`src/rtl/dsp_mac_sequencer_if.sv`:
```
// rtl/dsp_mac_sequencer_if.sv - operand input stream and result output stream of the MAC sequencer
interface dsp_mac_sequencer_if #(
  parameter int DW    = 18,
  parameter int PW    = 48,
  parameter int LEN_W = 8
);
  logic             in_valid;
  logic             in_ready;
  logic [DW-1:0]    in_a;
  logic [DW-1:0]    in_b;
  logic             in_last;
  logic             out_valid;
  logic             out_ready;
  logic [PW-1:0]    out_p;
  logic [LEN_W-1:0] out_count;

  modport master (
    output in_valid, in_a, in_b, in_last, out_ready,
    input  in_ready, out_valid, out_p, out_count
  );

  modport slave (
    input  in_valid, in_a, in_b, in_last, out_ready,
    output in_ready, out_valid, out_p, out_count
  );
endinterface

```
`src/rtl/dsp_mac_sequencer.sv`:
```
// rtl/dsp_mac_sequencer.sv - drives a DSP48A1-style slice to accumulate one dot product per operand vector
// Define DSP_MAC_OVF_EN to add the sticky carry flag out_ovf captured with each result.
module dsp_mac_sequencer #(
  parameter int DW       = 18,
  parameter int PW       = 48,
  parameter int LEN_W    = 8,
  parameter int PIPE_LAT = 3,
  parameter int OPM_SKEW = 1
) (
  input  logic               CLK,
  input  logic               RST,
  dsp_mac_sequencer_if.slave s_if,
  output logic [DW-1:0]      DSP_A,
  output logic [DW-1:0]      DSP_B,
  output logic [7:0]         DSP_OPMODE,
  input  logic [PW-1:0]      DSP_P,
  input  logic               DSP_CARRYOUT
`ifdef DSP_MAC_OVF_EN
  ,
  output logic               out_ovf
`endif
);

  localparam logic [7:0] OPM_FIRST = 8'h01;
  localparam logic [7:0] OPM_ACC   = 8'h09;
  localparam logic [7:0] OPM_HOLD  = 8'h08;
  localparam int         DRN_W     = (PIPE_LAT < 2) ? 1 : $clog2(PIPE_LAT + 1);

  typedef enum logic [1:0] {
    S_IDLE,
    S_ACCUM,
    S_DRAIN,
    S_DONE
  } state_t;

  state_t           r_state;
  logic             r_in_ready;
  logic             r_out_valid;
  logic [PW-1:0]    r_out_p;
  logic [LEN_W-1:0] r_count;
  logic [LEN_W-1:0] r_out_count;
  logic [DRN_W-1:0] r_drain;
  logic [DW-1:0]    r_dsp_a;
  logic [DW-1:0]    r_dsp_b;
  logic [7:0]       r_opmode;
  logic [1:0]       r_tag [OPM_SKEW];

  logic             w_accept;
  logic             w_first;
  logic             w_capture;
  logic [7:0]       w_opm_next;

  assign w_accept  = s_if.in_valid & r_in_ready;
  assign w_first   = (r_state == S_IDLE);
  assign w_capture = (r_state == S_DRAIN) && (r_drain == DRN_W'(PIPE_LAT));

  // Tag {valid, first} lines up with the slice post-adder; no tag means P holds.
  always_comb begin
    w_opm_next = OPM_HOLD;
    if (r_tag[OPM_SKEW-1][1]) begin
      w_opm_next = r_tag[OPM_SKEW-1][0] ? OPM_FIRST : OPM_ACC;
    end
  end

  always_ff @(posedge CLK or posedge RST) begin
    if (RST) begin
      r_state     <= S_IDLE;
      r_in_ready  <= 1'b1;
      r_out_valid <= 1'b0;
      r_out_p     <= '0;
      r_count     <= '0;
      r_out_count <= '0;
      r_drain     <= '0;
      r_dsp_a     <= '0;
      r_dsp_b     <= '0;
      r_opmode    <= OPM_HOLD;
      for (int k = 0; k < OPM_SKEW; k++) begin
        r_tag[k] <= 2'b00;
      end
    end else begin
      r_tag[0] <= {w_accept, w_first};
      for (int k = 1; k < OPM_SKEW; k++) begin
        r_tag[k] <= r_tag[k-1];
      end
      r_opmode <= w_opm_next;
      if (w_accept) begin
        r_dsp_a <= s_if.in_a;
        r_dsp_b <= s_if.in_b;
      end

      case (r_state)
        S_IDLE: begin
          if (w_accept) begin
            r_count <= LEN_W'(1);
            if (s_if.in_last) begin
              r_state    <= S_DRAIN;
              r_in_ready <= 1'b0;
              r_drain    <= '0;
            end else begin
              r_state <= S_ACCUM;
            end
          end
        end
        S_ACCUM: begin
          if (w_accept) begin
            if (r_count != {LEN_W{1'b1}}) begin
              r_count <= r_count + LEN_W'(1);
            end
            if (s_if.in_last) begin
              r_state    <= S_DRAIN;
              r_in_ready <= 1'b0;
              r_drain    <= '0;
            end
          end
        end
        // Extra cycle past PIPE_LAT so the last beat's P update is visible at capture.
        S_DRAIN: begin
          if (w_capture) begin
            r_out_p     <= DSP_P;
            r_out_count <= r_count;
            r_out_valid <= 1'b1;
            r_state     <= S_DONE;
          end else begin
            r_drain <= r_drain + DRN_W'(1);
          end
        end
        S_DONE: begin
          if (s_if.out_ready) begin
            r_out_valid <= 1'b0;
            r_in_ready  <= 1'b1;
            r_state     <= S_IDLE;
          end
        end
        default: begin
          r_state     <= S_IDLE;
          r_in_ready  <= 1'b1;
          r_out_valid <= 1'b0;
        end
      endcase
    end
  end

  assign s_if.in_ready  = r_in_ready;
  assign s_if.out_valid = r_out_valid;
  assign s_if.out_p     = r_out_p;
  assign s_if.out_count = r_out_count;
  assign DSP_A          = r_dsp_a;
  assign DSP_B          = r_dsp_b;
  assign DSP_OPMODE     = r_opmode;

`ifdef DSP_MAC_OVF_EN
  logic [PIPE_LAT:0] r_cy_pipe;
  logic              r_ovf_acc;
  logic              r_out_ovf;
  logic              w_cy_hit;

  // Carry for a beat appears in the slice CARRYOUT register PIPE_LAT+1 edges after acceptance.
  assign w_cy_hit = r_cy_pipe[PIPE_LAT] & DSP_CARRYOUT;

  always_ff @(posedge CLK or posedge RST) begin
    if (RST) begin
      r_cy_pipe <= '0;
      r_ovf_acc <= 1'b0;
      r_out_ovf <= 1'b0;
    end else begin
      r_cy_pipe <= {r_cy_pipe[PIPE_LAT-1:0], w_accept};
      if (w_accept && w_first) begin
        r_ovf_acc <= 1'b0;
      end else begin
        r_ovf_acc <= r_ovf_acc | w_cy_hit;
      end
      if (w_capture) begin
        r_out_ovf <= r_ovf_acc | w_cy_hit;
      end
    end
  end

  assign out_ovf = r_out_ovf;
`else
  logic w_unused_carry;
  assign w_unused_carry = DSP_CARRYOUT;
`endif

endmodule
```
`src/flat_wrapper.sv`:
```
// flat-port wrapper written by rule: the top's interface ports become plain ports
module dsp_mac_sequencer_flat 
#(
  parameter int DW       = 18,
  parameter int PW       = 48,
  parameter int LEN_W    = 8,
  parameter int PIPE_LAT = 3,
  parameter int OPM_SKEW = 1
)
  (CLK, RST, DSP_A, DSP_B, DSP_OPMODE, DSP_P, DSP_CARRYOUT, s_if_in_valid, s_if_in_a, s_if_in_b, s_if_in_last, s_if_out_ready, s_if_in_ready, s_if_out_valid, s_if_out_p, s_if_out_count);
  dsp_mac_sequencer_if #(.DW(DW), .PW(PW), .LEN_W(LEN_W)) s_if_i ();
  input  logic CLK;
  input  logic RST;
  output logic [DW-1:0] DSP_A;
  output logic [DW-1:0] DSP_B;
  output logic [7:0] DSP_OPMODE;
  input  logic [PW-1:0] DSP_P;
  input  logic DSP_CARRYOUT;
  input wire logic [$bits(s_if_i.in_valid)-1:0] s_if_in_valid;
  input wire logic [$bits(s_if_i.in_a)-1:0] s_if_in_a;
  input wire logic [$bits(s_if_i.in_b)-1:0] s_if_in_b;
  input wire logic [$bits(s_if_i.in_last)-1:0] s_if_in_last;
  input wire logic [$bits(s_if_i.out_ready)-1:0] s_if_out_ready;
  output wire logic [$bits(s_if_i.in_ready)-1:0] s_if_in_ready;
  output wire logic [$bits(s_if_i.out_valid)-1:0] s_if_out_valid;
  output wire logic [$bits(s_if_i.out_p)-1:0] s_if_out_p;
  output wire logic [$bits(s_if_i.out_count)-1:0] s_if_out_count;
  assign s_if_i.in_valid = s_if_in_valid;
  assign s_if_i.in_a = s_if_in_a;
  assign s_if_i.in_b = s_if_in_b;
  assign s_if_i.in_last = s_if_in_last;
  assign s_if_i.out_ready = s_if_out_ready;
  assign s_if_in_ready = s_if_i.in_ready;
  assign s_if_out_valid = s_if_i.out_valid;
  assign s_if_out_p = s_if_i.out_p;
  assign s_if_out_count = s_if_i.out_count;
  dsp_mac_sequencer #(.DW(DW), .PW(PW), .LEN_W(LEN_W), .PIPE_LAT(PIPE_LAT), .OPM_SKEW(OPM_SKEW)) u_core (.CLK(CLK), .RST(RST), .s_if(s_if_i), .DSP_A(DSP_A), .DSP_B(DSP_B), .DSP_OPMODE(DSP_OPMODE), .DSP_P(DSP_P), .DSP_CARRYOUT(DSP_CARRYOUT));
endmodule
```
`config.mk`:
```
export PLATFORM = sky130hd
export DESIGN_NAME = dsp_mac_sequencer_flat
export DESIGN_NICKNAME = d
export VERILOG_FILES = /design/src/rtl/dsp_mac_sequencer_if.sv /design/src/rtl/dsp_mac_sequencer.sv /design/src/flat_wrapper.sv
export SDC_FILE = /design/constraint.sdc
export NUM_CORES = 1
export LEC_CHECK = 0
export ABC_CLOCK_PERIOD_IN_PS = 11200
export CAP_MARGIN = 20
export CORE_ASPECT_RATIO = 0.75
export CORE_MARGIN = 5
export CORE_UTILIZATION = 46
export DETAILED_ROUTE_END_ITERATION = 10
export GPL_TIMING_DRIVEN = 1
export MAX_ROUTING_LAYER = met4
export PLACE_DENSITY_LB_ADDON = 0.15
export SLEW_MARGIN = 0
export SYNTH_ARGS = -nofsm -noshare
export SYNTH_HDL_FRONTEND = slang
export SYNTH_SLANG_ARGS = --single-unit
```
`constraint.sdc`:
```
create_clock -name CLK -period 11.2 [get_ports CLK]
set_clock_uncertainty 0.05 [all_clocks]
set_input_delay 2.24 -clock CLK [delete_from_list [all_inputs] [get_ports CLK]]
set_output_delay 2.24 -clock CLK [all_outputs]
set_load 0.02 [all_outputs]
```
Yosys cells after proc, flatten, opt, wreduce, memory -nomap -nowiden
Index checks and enable logic that the tools add are counted.

word-level totals
  bits in registers = 116
  input bits = 90
  output and inout bits = 102

operators by class
  $add $sub $neg = 2
  eq/ne operators = 14
  mux-type cells = 24
  bitwise operators = 1
  reductions and logical operators = 13

operator list
  cell                 count
  $mux 8               4
  $mux 2               9
  $pmux 8 s2           1
  $ne 2x1->1 const B   6
  $reduce_and 4->1     3
  $add 8x1->8 const B  1
  $ne 8x8->1 const B   1
  $pmux 2 s4           1
  $reduce_bool 2->1    4
  $eq 2x2->1 const B   3
  $ne 2x2->1 const B   3
  $mux 1               5
  $reduce_and 5->1     1
  $mux 4               1
  $pmux 1 s2           2
  $pmux 2 s2           1
  $reduce_and 3->1     1
  $add 2x1->2 const B  1
  $eq 2x1->1 const B   1
  $logic_not 2->1      1
  $reduce_and 2->1     1
  $reduce_or 2->1      1
  $and 1x1->1          1
  $logic_and 1x1->1    1

Longest topological paths before layout
Gate-level depths: netlist of the first run.

  depth in word-level cells = 4
  gate-level depth with buffers = 7

Worst setup path before layout of the first run
No wires, ideal clock.

  kind = input -> register
  from = in s_if_in_valid
  to = reg u_core.r_dsp_a[10], in the netlist u_core.DSP_A[10]
  library setup time = 0.125 ns
  arrival = 3.012 ns
  slack = 8.014 ns
  stages = 4
  buffers on the path = 2
  cell sequence = and2_1 > buf_4 > buf_2 > mux2_2

on the way
  cells in the longest elaborated chain, start to end = 1

RTL lines
  what                  line                     source
  start, declared       flat_wrapper.sv:19       input wire logic [$bits(s_if_i.in_valid)-1:0] s_if_in_valid;
  $and 1x1->1           dsp_mac_sequencer.sv:53  assign w_accept = s_if.in_valid & r_in_ready;
  end signal, assigned  dsp_mac_sequencer.sv:87  r_dsp_a <= s_if.in_a;
  end, declared         dsp_mac_sequencer.sv:43  logic [DW-1:0] r_dsp_a;

Every way passes these cells.
A chain may end at the register's enable or synchronous reset.

Final worst setup path of the first run
  from = in s_if_in_valid
  to = reg u_core.r_drain[0]

on the way
  cells in the longest elaborated chain, start to end = 3

RTL lines
  what                        line                      source
  $and 1x1->1                 dsp_mac_sequencer.sv:53
  $ne 2x1->1 (no line)        n/a
  $reduce_and 4->1 (no line)  n/a
  end signal, assigned        dsp_mac_sequencer.sv:124  r_drain <= r_drain + DRN_W'(1);
  end, declared               dsp_mac_sequencer.sv:42   logic [DRN_W-1:0] r_drain;

Every way passes these cells.

==> results of run 1 <==
-- state kept, by name (all words and copies together) (netlist names) --
name and count:
u_core.s_if.out_valid 1, u_core.r_state 2, u_core.r_drain 2, u_core.s_if.out_p 48
u_core.s_if.out_count 8, u_core.r_tag 2, u_core.s_if.in_ready 1, u_core.r_count 8
u_core.DSP_B 18, u_core.DSP_OPMODE 2, u_core.DSP_A 18
-- cell type report --
type	instances	area (sq um)	share of cell area [%]
sequential	110	2760	41.3
timing repair buffer	186	1860	27.8
multi-input combinational	170	1560	23.4
clock buffer	12	256	3.85
tap	132	165	2.48
clock inverter	4	45.0	0.675
inverter	7	28.8	0.431
-- worst paths after layout --
kind                                   endpoint  slack (ns)  cells past startpoint
max reg2reg                   u_core.r_drain[0]        8.93                      4
min reg2reg                u_core.DSP_OPMODE[3]        0.31                      1
min                        u_core.DSP_OPMODE[3]        0.31                      1
min in group asynchronous       u_core.DSP_A[4]        2.21                      2
max                           u_core.r_drain[0]        7.05                      5
max in group asynchronous       u_core.DSP_B[1]        7.61                      3
-- metrics by stage --
step / setup WS [ns] / utilization [%] / hold slack, ns
floorplan: 6.01 / - / 0.302
global placement: 6.73 / 66.7 / 0.308
detailed placement: 6.68 / 66.7 / 0.309
CTS: 7.04 / 69.9 / 0.317
global route: 6.96 / 69.9 / 0.333
finish: 7.05 / 69.9 / 0.313
-- metal layers --
layer  wire, um  up-vias  global-route usage (%)
li1           -     1426                       -
met2       5110      115                    29.8
met1       4250     1454                    21.8
met3        724        9                    5.52
met5          0        -                       -
met4         87        0                    4.52
-- power groups by stage --
stage / Clock, mW / Sequential, mW / Combinational (mW)
5_1_grt: 0.344 / 0.692 / 0.934
3_5_place_dp: 0 / 0.676 / 0.889
3_3_place_gp: 0 / 0.667 / 0.867
2_1_floorplan: 0 / 0.876 / 0.252
4_1_cts: 0.326 / 0.668 / 0.891
6_report: 0.317 / 0.666 / 0.877
-- cells by family after synthesis --
family,count (synthesis)
multiplexers,96
buffers and inverters,27
other,1
adder cells (fa/ha/maj),8
AND/OR/NAND/NOR,30
flip-flops,110
AO/OA/AOI/OAI,30
-- synthesized netlist by cell type (all sizes together) (2+ instances only) --
| master | count |
|---|---|
| o21a | 2 |
| o211ai | 2 |
| a31oi | 4 |
| and3 | 3 |
| a21oi | 4 |
| mux2i | 4 |
| dfstp | 2 |
| a22o | 2 |
| ha | 8 |
| and2 | 2 |
| inv | 7 |
| dfrtp | 108 |
| buf | 18 |
| mux2 | 92 |
| o311ai | 2 |
| nor2 | 2 |
| o21ai | 9 |
| nand2 | 6 |
| nand3 | 11 |
| clkbuf | 2 |
==> impl.org, run 1 <==
** Clocking
- The cell sitting at the root of the clock tree is a sky130_fd_sc_hd__clkbuf_16.
- Number of gates given a new drive strength after cts :: 0
- TritonCTS clock tree :: yes
- Clock-pin slew was measured on the worst setup and hold paths at 0.07 ns.
- Clock latency on the worst-skew pair, taken at its later pin, is 0.34 ns.
- The number of setup buffers added after CTS is 0.
- Inserted Clock Buffers :: 9
- Counting every sink on the clock net gives 110.
- Hold-fix buffer count after cts :: 0
- Maximum level of the CTS H-tree :: 3
- The clock passes through at most 2 buffers.

** Global routing
- Number of antenna violations at the first check in global routing :: 0
- The first global-routing pass estimated 15900 um of wire.
- Total grt overflow :: 0
- The via count of the first global-routing pass was 3132.
- Global routing used 18.0% of the available tracks.
- Entering global routing, the biggest net connects 78 pins.

** Worst setup path
- Critical Path Source :: s_if_in_valid
- Cell chain of the critical path :: clkdlybuf4s50_1 > and2_2 > a21oi_2 > or4b_1 > nand3_1
- Top fanout value on the critical path :: 43
- Worst endpoint data arrival time :: 4.38 ns
- The cell family contributing the most delay on the critical path is simple AND/OR/NAND/NOR gates.
- Cell at the slowest stage of the critical path :: sky130_fd_sc_hd__and2_2
- Critical path capture point type :: flop
- In this run the critical register-to-register path is launched from u_core.s_if.in_ready.
- Startpoint class of the critical path :: input pin
- Counting both buffers and inverters, the worst setup path holds a total of 1.
- The worst setup path is of the in -> reg kind.
- CP Data Required Time :: 11.43 ns
- Longest individual stage delay on the worst path :: 0.84 ns

** Drt
- Before antenna repair, the detailed router went through 4 iterations.
- For this block, the routed nets add up to 10200 um of wire.
- After the first detailed-routing iteration, the DRC count stood at 157.
- Using the TritonRoute via totals, the vias-per-cell ratio works out to 4.84.
- DR WL/cell :: 16.4 um
- # DRC :: 0
- The routed layout has 3004 vias.
- Remaining antenna violation count :: 0

** Timing
- Achievable Freq :: 241 MHz
- In this run the tightest slew margin relative to its limit is 32.6%.
- The final-report hold violation count is 0.
- Total of endpoints with negative setup slack in the final report :: 0
- For the finished layout, the period the worst path requires is 4.15 ns.
- Period utilisation layout :: 37.1%
- Measured slew at the worst slew-check pin :: 1.01 ns
- Unrepaired setup endpoints after global routing :: false
- Setup TNS Final :: 0 ns
- The number of pins with negative max-slew slack in the final report is 0.

** Yosys
- In the synthesized netlist, the number of instances is 302.
- Area share of and/or/nand/nor cells after synthesis :: 3.61%
- Proportion of synthesized area in mux cells :: 24.3%
- After Yosys synthesis, full adders, half adders and majority gates account for 2.26% of the synthesized area.
- The synthesized design devotes to its leading area cell type 60.9% of total area.
- Yosys printed 0 warnings.
- Sequential cells were found to cover 62.1% of the synthesized design area.
- Xor-xnor portion of the synthesized cell area :: 0%
- Synth Area in Compound Gates :: 4.51%
- Seq cells post-synth :: 110
- By area, the combinational part of the netlist is dominated by multiplexers.
- For this run, the leading register cell type out of synthesis is sky130_fd_sc_hd__dfrtp_1.
- After synthesis, the cell types taking the most area are sky130_fd_sc_hd__dfrtp_1, sky130_fd_sc_hd__mux2_2, sky130_fd_sc_hd__mux2_1, sky130_fd_sc_hd__ha_1, sky130_fd_sc_hd__buf_2.
- Post-synthesis area per instance :: 14.7 sq um
- The mapped netlist covers 4440 sq um.
- Async SR Flop Fraction :: 100%
- Unique masters post-synth :: 36
- The synthesized design spends more area on one cell type than any other, namely sky130_fd_sc_hd__dfrtp_1.
- Number of enable flip-flop cells after synthesis :: 0

** Final layout
- The library cell used most frequently in the layout, excluding fill and tap cells, is sky130_fd_sc_hd__clkdlybuf4s50_1.
- The number of antenna diodes in the final layout is 0.
- Share of cells above drive strength 1 :: 15.5%
- Growth of design area from synthesis to finish :: 50.3%
- The finished cells cover 6670 sq um.
- Leaving out filler cells and counting taps, the final layout contains 621.
- Fill count :: 712
- Commonest cells after routing, fill and taps aside :: sky130_fd_sc_hd__clkdlybuf4s50_1, sky130_fd_sc_hd__dfrtp_1, sky130_fd_sc_hd__mux2_2
- The net count of the finished layout is 582.

** Power and ir drop
- Sequential cells burn 35.8% of the power.
- Clock network fraction of total power :: 17.1%
- Power density over the cells :: 279 nW/um^2
- Total power of the final layout :: 1.86 mW
- Power dissipated by switching net loads :: 0.638 mW
- Net switching is 34.3% of the power.
- Per report_power, the combinational group accounts for 47.1% of the total.
- Across the VDD grid, the largest voltage drop is 157 uV.
- The analysis attributes to cell leakage a power of 2.83 nW.
- The internal power of the cells totals 1.22 mW.

** Floorplan
- Measured along the x axis, the die boundary spans 123 um.
- Initial Utilization :: 46.5%
- Boundary Pins :: 192
- In this run the standard cell core region covers 9540 sq um.
- Std-Cell Rows :: 31
- Full die area :: 11700 sq um
- DIE HEIGHT :: 95.1 um

** Run status
- Result of the run :: complete, no violations

** Placement
- Input and output buffers added on the ports amount to 184.
- Instance area at placement :: 6370 sq um
- Counting tap cells, the placed design contains a total of 605 instances.
- The congestion estimate from routability-driven global placement came to 0.760.
- Detailed placement finished with a half-perimeter wire length of 7610 um.

** Min path
- Launch instance of the worst min-delay path :: u_core.r_tag[0]
- Hold WC Path Type :: reg -> reg

** Flow run
- Across the run, the number of max-cap violations was 0.
Power figures use the tool's default switching activity.
==> inputs of run 2 (changes only) <==
--- a/config.mk
+++ b/config.mk
@@ -5,11 +5,11 @@
 export SDC_FILE = /design/constraint.sdc
 export NUM_CORES = 1
 export LEC_CHECK = 0
-export ABC_CLOCK_PERIOD_IN_PS = 11200
+export ABC_CLOCK_PERIOD_IN_PS = 3900
 export CAP_MARGIN = 20
 export CORE_ASPECT_RATIO = 0.75
 export CORE_MARGIN = 5
-export CORE_UTILIZATION = 46
+export CORE_UTILIZATION = 42
 export DETAILED_ROUTE_END_ITERATION = 10
 export GPL_TIMING_DRIVEN = 1
 export MAX_ROUTING_LAYER = met4
==> constraint.sdc (replaced) <==
create_clock -name CLK -period 3.9 [get_ports CLK]
set_clock_uncertainty 0.05 [all_clocks]
set_input_delay 0.78 -clock CLK [delete_from_list [all_inputs] [get_ports CLK]]
set_output_delay 0.78 -clock CLK [all_outputs]
set_load 0.02 [all_outputs]
==> run 2 against run 1 <==
Compared with the run above: global-route usage is 0.82 points lower; via count is 1.2% higher; clock power grew to 3.3 times the previous value; sequential power grew to 2.9 times the previous value; worst hold slack better by 0.0097 ns; worst setup slack worse by 5.7 ns; die area is 8.6% higher; critical endpoint is now u_core.s_if.out_p[6]; largest power group unchanged; highest routed layer unchanged.
==> impl.org, run 2 (same netlist as run 1, synthesis figures left out) <==
** Min path
- Number of cells on the worst hold path :: 0 (-1)
- Hold WC Path Type :: reg -> reg

** Timing
- The transition time of the tightest slew-check pin was 0.876 ns (-0.134 ns).
- Total of endpoints with negative setup slack in the final report :: 0 (unchanged)
- Final critical-path required period :: 2.51 ns
- The worst slew margin relative to its limit is 41.4% (+8.8 points).
- The final-report hold violation count came to 0 (unchanged).
- The final sum of negative setup slack came to 0 ns (unchanged).
- Based on the critical path, the design can be clocked at up to 398 MHz.
- Unrepaired setup endpoints after global routing :: false
- Of the available clock period, the critical path in the final layout requires 64.4%.
- The number of pins with negative max-slew slack in the final report is 0 (unchanged).

** Final layout
- Fill count :: 790 (+11%)
- The final instance area came to 6740 sq um (+1.1%).
- Count of inserted antenna diode cells :: 0 (unchanged)
- In the layout the commonest cells are sky130_fd_sc_hd__clkdlybuf4s50_1, sky130_fd_sc_hd__dfrtp_1, sky130_fd_sc_hd__mux2_2.
- Share of cells above drive strength 1 :: 15.7% (+0.17 points)
- Most common cell after layout, fill and taps aside :: sky130_fd_sc_hd__clkdlybuf4s50_1
- The final net count was 583 (+0.17%).
- Max reg flops :: 48 (unchanged)
- Compared with the post-synthesis result, the final layout area differs by 52.0%.

** Clocking
- Clock insertion delay at the later pin of the skew report :: 0.34 ns (about the same)
- CTS sink count :: 110 (unchanged)
- Maximum level of the CTS H-tree :: 3 (unchanged)
- Number of setup buffers added after CTS :: 0 (unchanged)
- Worst-path clk slew :: 0.07 ns (about the same)
- TritonCTS built the clock tree.
- Maximum root-to-sink buffer count :: 2 (unchanged)
- Root buffer cell :: sky130_fd_sc_hd__clkbuf_16
- The number of buffers created by CTS is 9 (unchanged).
- Number of gates given a new drive strength after cts :: 0 (unchanged)
- The count of hold buffers inserted by post-cts repair came to 0 (unchanged).

** Power and ir drop
- The largest voltage drop on the vdd net was 419 uV (+170%).
- Static leakage :: 2.85 nW (+0.83%)
- The areal power density over the cells was 813 nW/um^2 (+190%).

** Global routing
- GRT Total Usage :: 17.2% (-0.82 points)
- The residual overflow from global routing was 0 (unchanged).
- The wire length of the first global-routing pass came to 16800 um (+6.0%).
- The initial antenna violation count came to 0 (unchanged).
- The maximum number of pins on one net before global-route repair came to 60 (-23%).
- Number of global-route vias before repair :: 3309 (+5.7%)

** Placement
- The detailed placement HPWL is 7810 um (+2.7%).
- The count of buffers from port buffering was 184 (unchanged).
- The area of placed instances was 6390 sq um (+0.39%).
- The routability-driven placement congestion ratio was 0.751 (-1.1%).

** Drt
- The final routed wirelength across all metal layers was 10300 um (+1.7%).
- Count of routing violations after the opening detailed-route iteration :: 152 (-3.2%)
- The via density per instance is 4.86 (+0.42%).
- The via count was 3041 (+1.2%).
- # DRC :: 0 (unchanged)
- The routed length per placed instance came to 16.5 um (+0.87%).
- The number of nets still failing antenna checks after routing came to 0 (unchanged).
- The first-pass iteration count of the detailed router was 4 (unchanged).

** Worst setup path
- Critical path capture point type :: flop
- Cell depth of the worst flop-to-flop path :: 5 (+1)
- By startpoint and endpoint, the worst setup path is classified as reg -> reg.
- The worst setup path is launched from a flop.
- Top fanout value on the critical path :: 36 (-16%)
- The required arrival time at the worst endpoint came to 4.08 ns (-7.35 ns).
- Worst endpoint data arrival time :: 2.69 ns (-1.69 ns)

** Floorplan
- The number of primary I/O pins came to 192 (unchanged).
- Std-Cell Rows :: 32 (+3.2%)
- The die span in y is 99.0 um (+4.2%).
- Horizontal die dimension :: 129 um (+4.3%)
- The effective utilization at floorplan was 43.1% (-3.4 points).
- Full die area :: 12700 sq um (+8.6%)
- Placeable core region :: 10300 sq um (+7.8%)

** Flow run
- Number of maximum-capacitance constraint violations :: 0 (unchanged)

** Run status
- The run finished with clean final reports.
==> run 2: cell count changes in the layout (fill, tap and decap cells not counted) <==
cell / delta
sky130_fd_sc_hd__clkinv_4: +1
sky130_fd_sc_hd__clkinv_2: -3
sky130_fd_sc_hd__bufinv_16: +2
sky130_fd_sc_hd__buf_12: +1
sky130_fd_sc_hd__clkinvlp_4: +1
sky130_fd_sc_hd__clkbuf_8: -1
==> run 2: area by class of cell <==
type | count | area [sq um] | share of cell area (%)
sequential | 110 | 2760 | 40.9
timing repair buffer | 187 | 1880 | 27.8
multi-input combinational | 170 | 1560 | 23.2
clock buffer | 11 | 243 | 3.60
tap | 136 | 170 | 2.52
clock inverter | 5 | 106 | 1.58
inverter | 7 | 28.8 | 0.427
==> run 2: where the power goes <==
group / internal, mW / switching [mW]
combinational: 1.32 / 1.19
sequential: 1.66 / 0.268
clock: 0.647 / 0.400
==> run 2: metal layers <==
layer	GRT usage, %	wire, um	up-vias
li1	-	-	1427
met1	20.0	4170	1498
met2	28.9	5310	100
met3	4.71	670	16
met4	5.73	191	0
met5	-	0	-
==> run 2: per-stage QoR <==
step / utilization, % / std cells / power [mW] / hold WS, ns / setup slack (ns)
floorplan: - / 307 / 3.24 / 0.302 / 0.171
global placement: 62.1 / 610 / 4.40 / 0.310 / 1.25
detailed placement: 62.1 / 610 / 4.50 / 0.309 / 1.22
CTS: 65.5 / 626 / 5.56 / 0.325 / 1.34
global route: 65.5 / 626 / 5.80 / 0.337 / 1.17
finish: 65.5 / 626 / 5.48 / 0.322 / 1.39
==> run 2: critical path, cell delays in order, from the launching register on <==
cell and delay [ns]:
sky130_fd_sc_hd__dfrtp_1 0.41, sky130_fd_sc_hd__inv_1 0.11, sky130_fd_sc_hd__ha_1 0.32, sky130_fd_sc_hd__nand2_2 0.69
sky130_fd_sc_hd__buf_4 0.42, sky130_fd_sc_hd__mux2_1 0.37
==> run 2: path summary, 6_finish.rpt <==
path                                        start              endpoint  slack (ns)
worst max-delay path            u_core.r_state[0]  u_core.s_if.out_p[6]        1.39
worst min-delay path              u_core.r_tag[1]  u_core.DSP_OPMODE[0]        0.32
worst max register to register  u_core.r_state[0]  u_core.s_if.out_p[6]        1.39
worst min register to register    u_core.r_tag[1]  u_core.DSP_OPMODE[0]        0.32
max in group asynchronous                     RST  u_core.DSP_OPMODE[3]        2.16
min in group asynchronous                     RST       u_core.DSP_A[9]        0.85
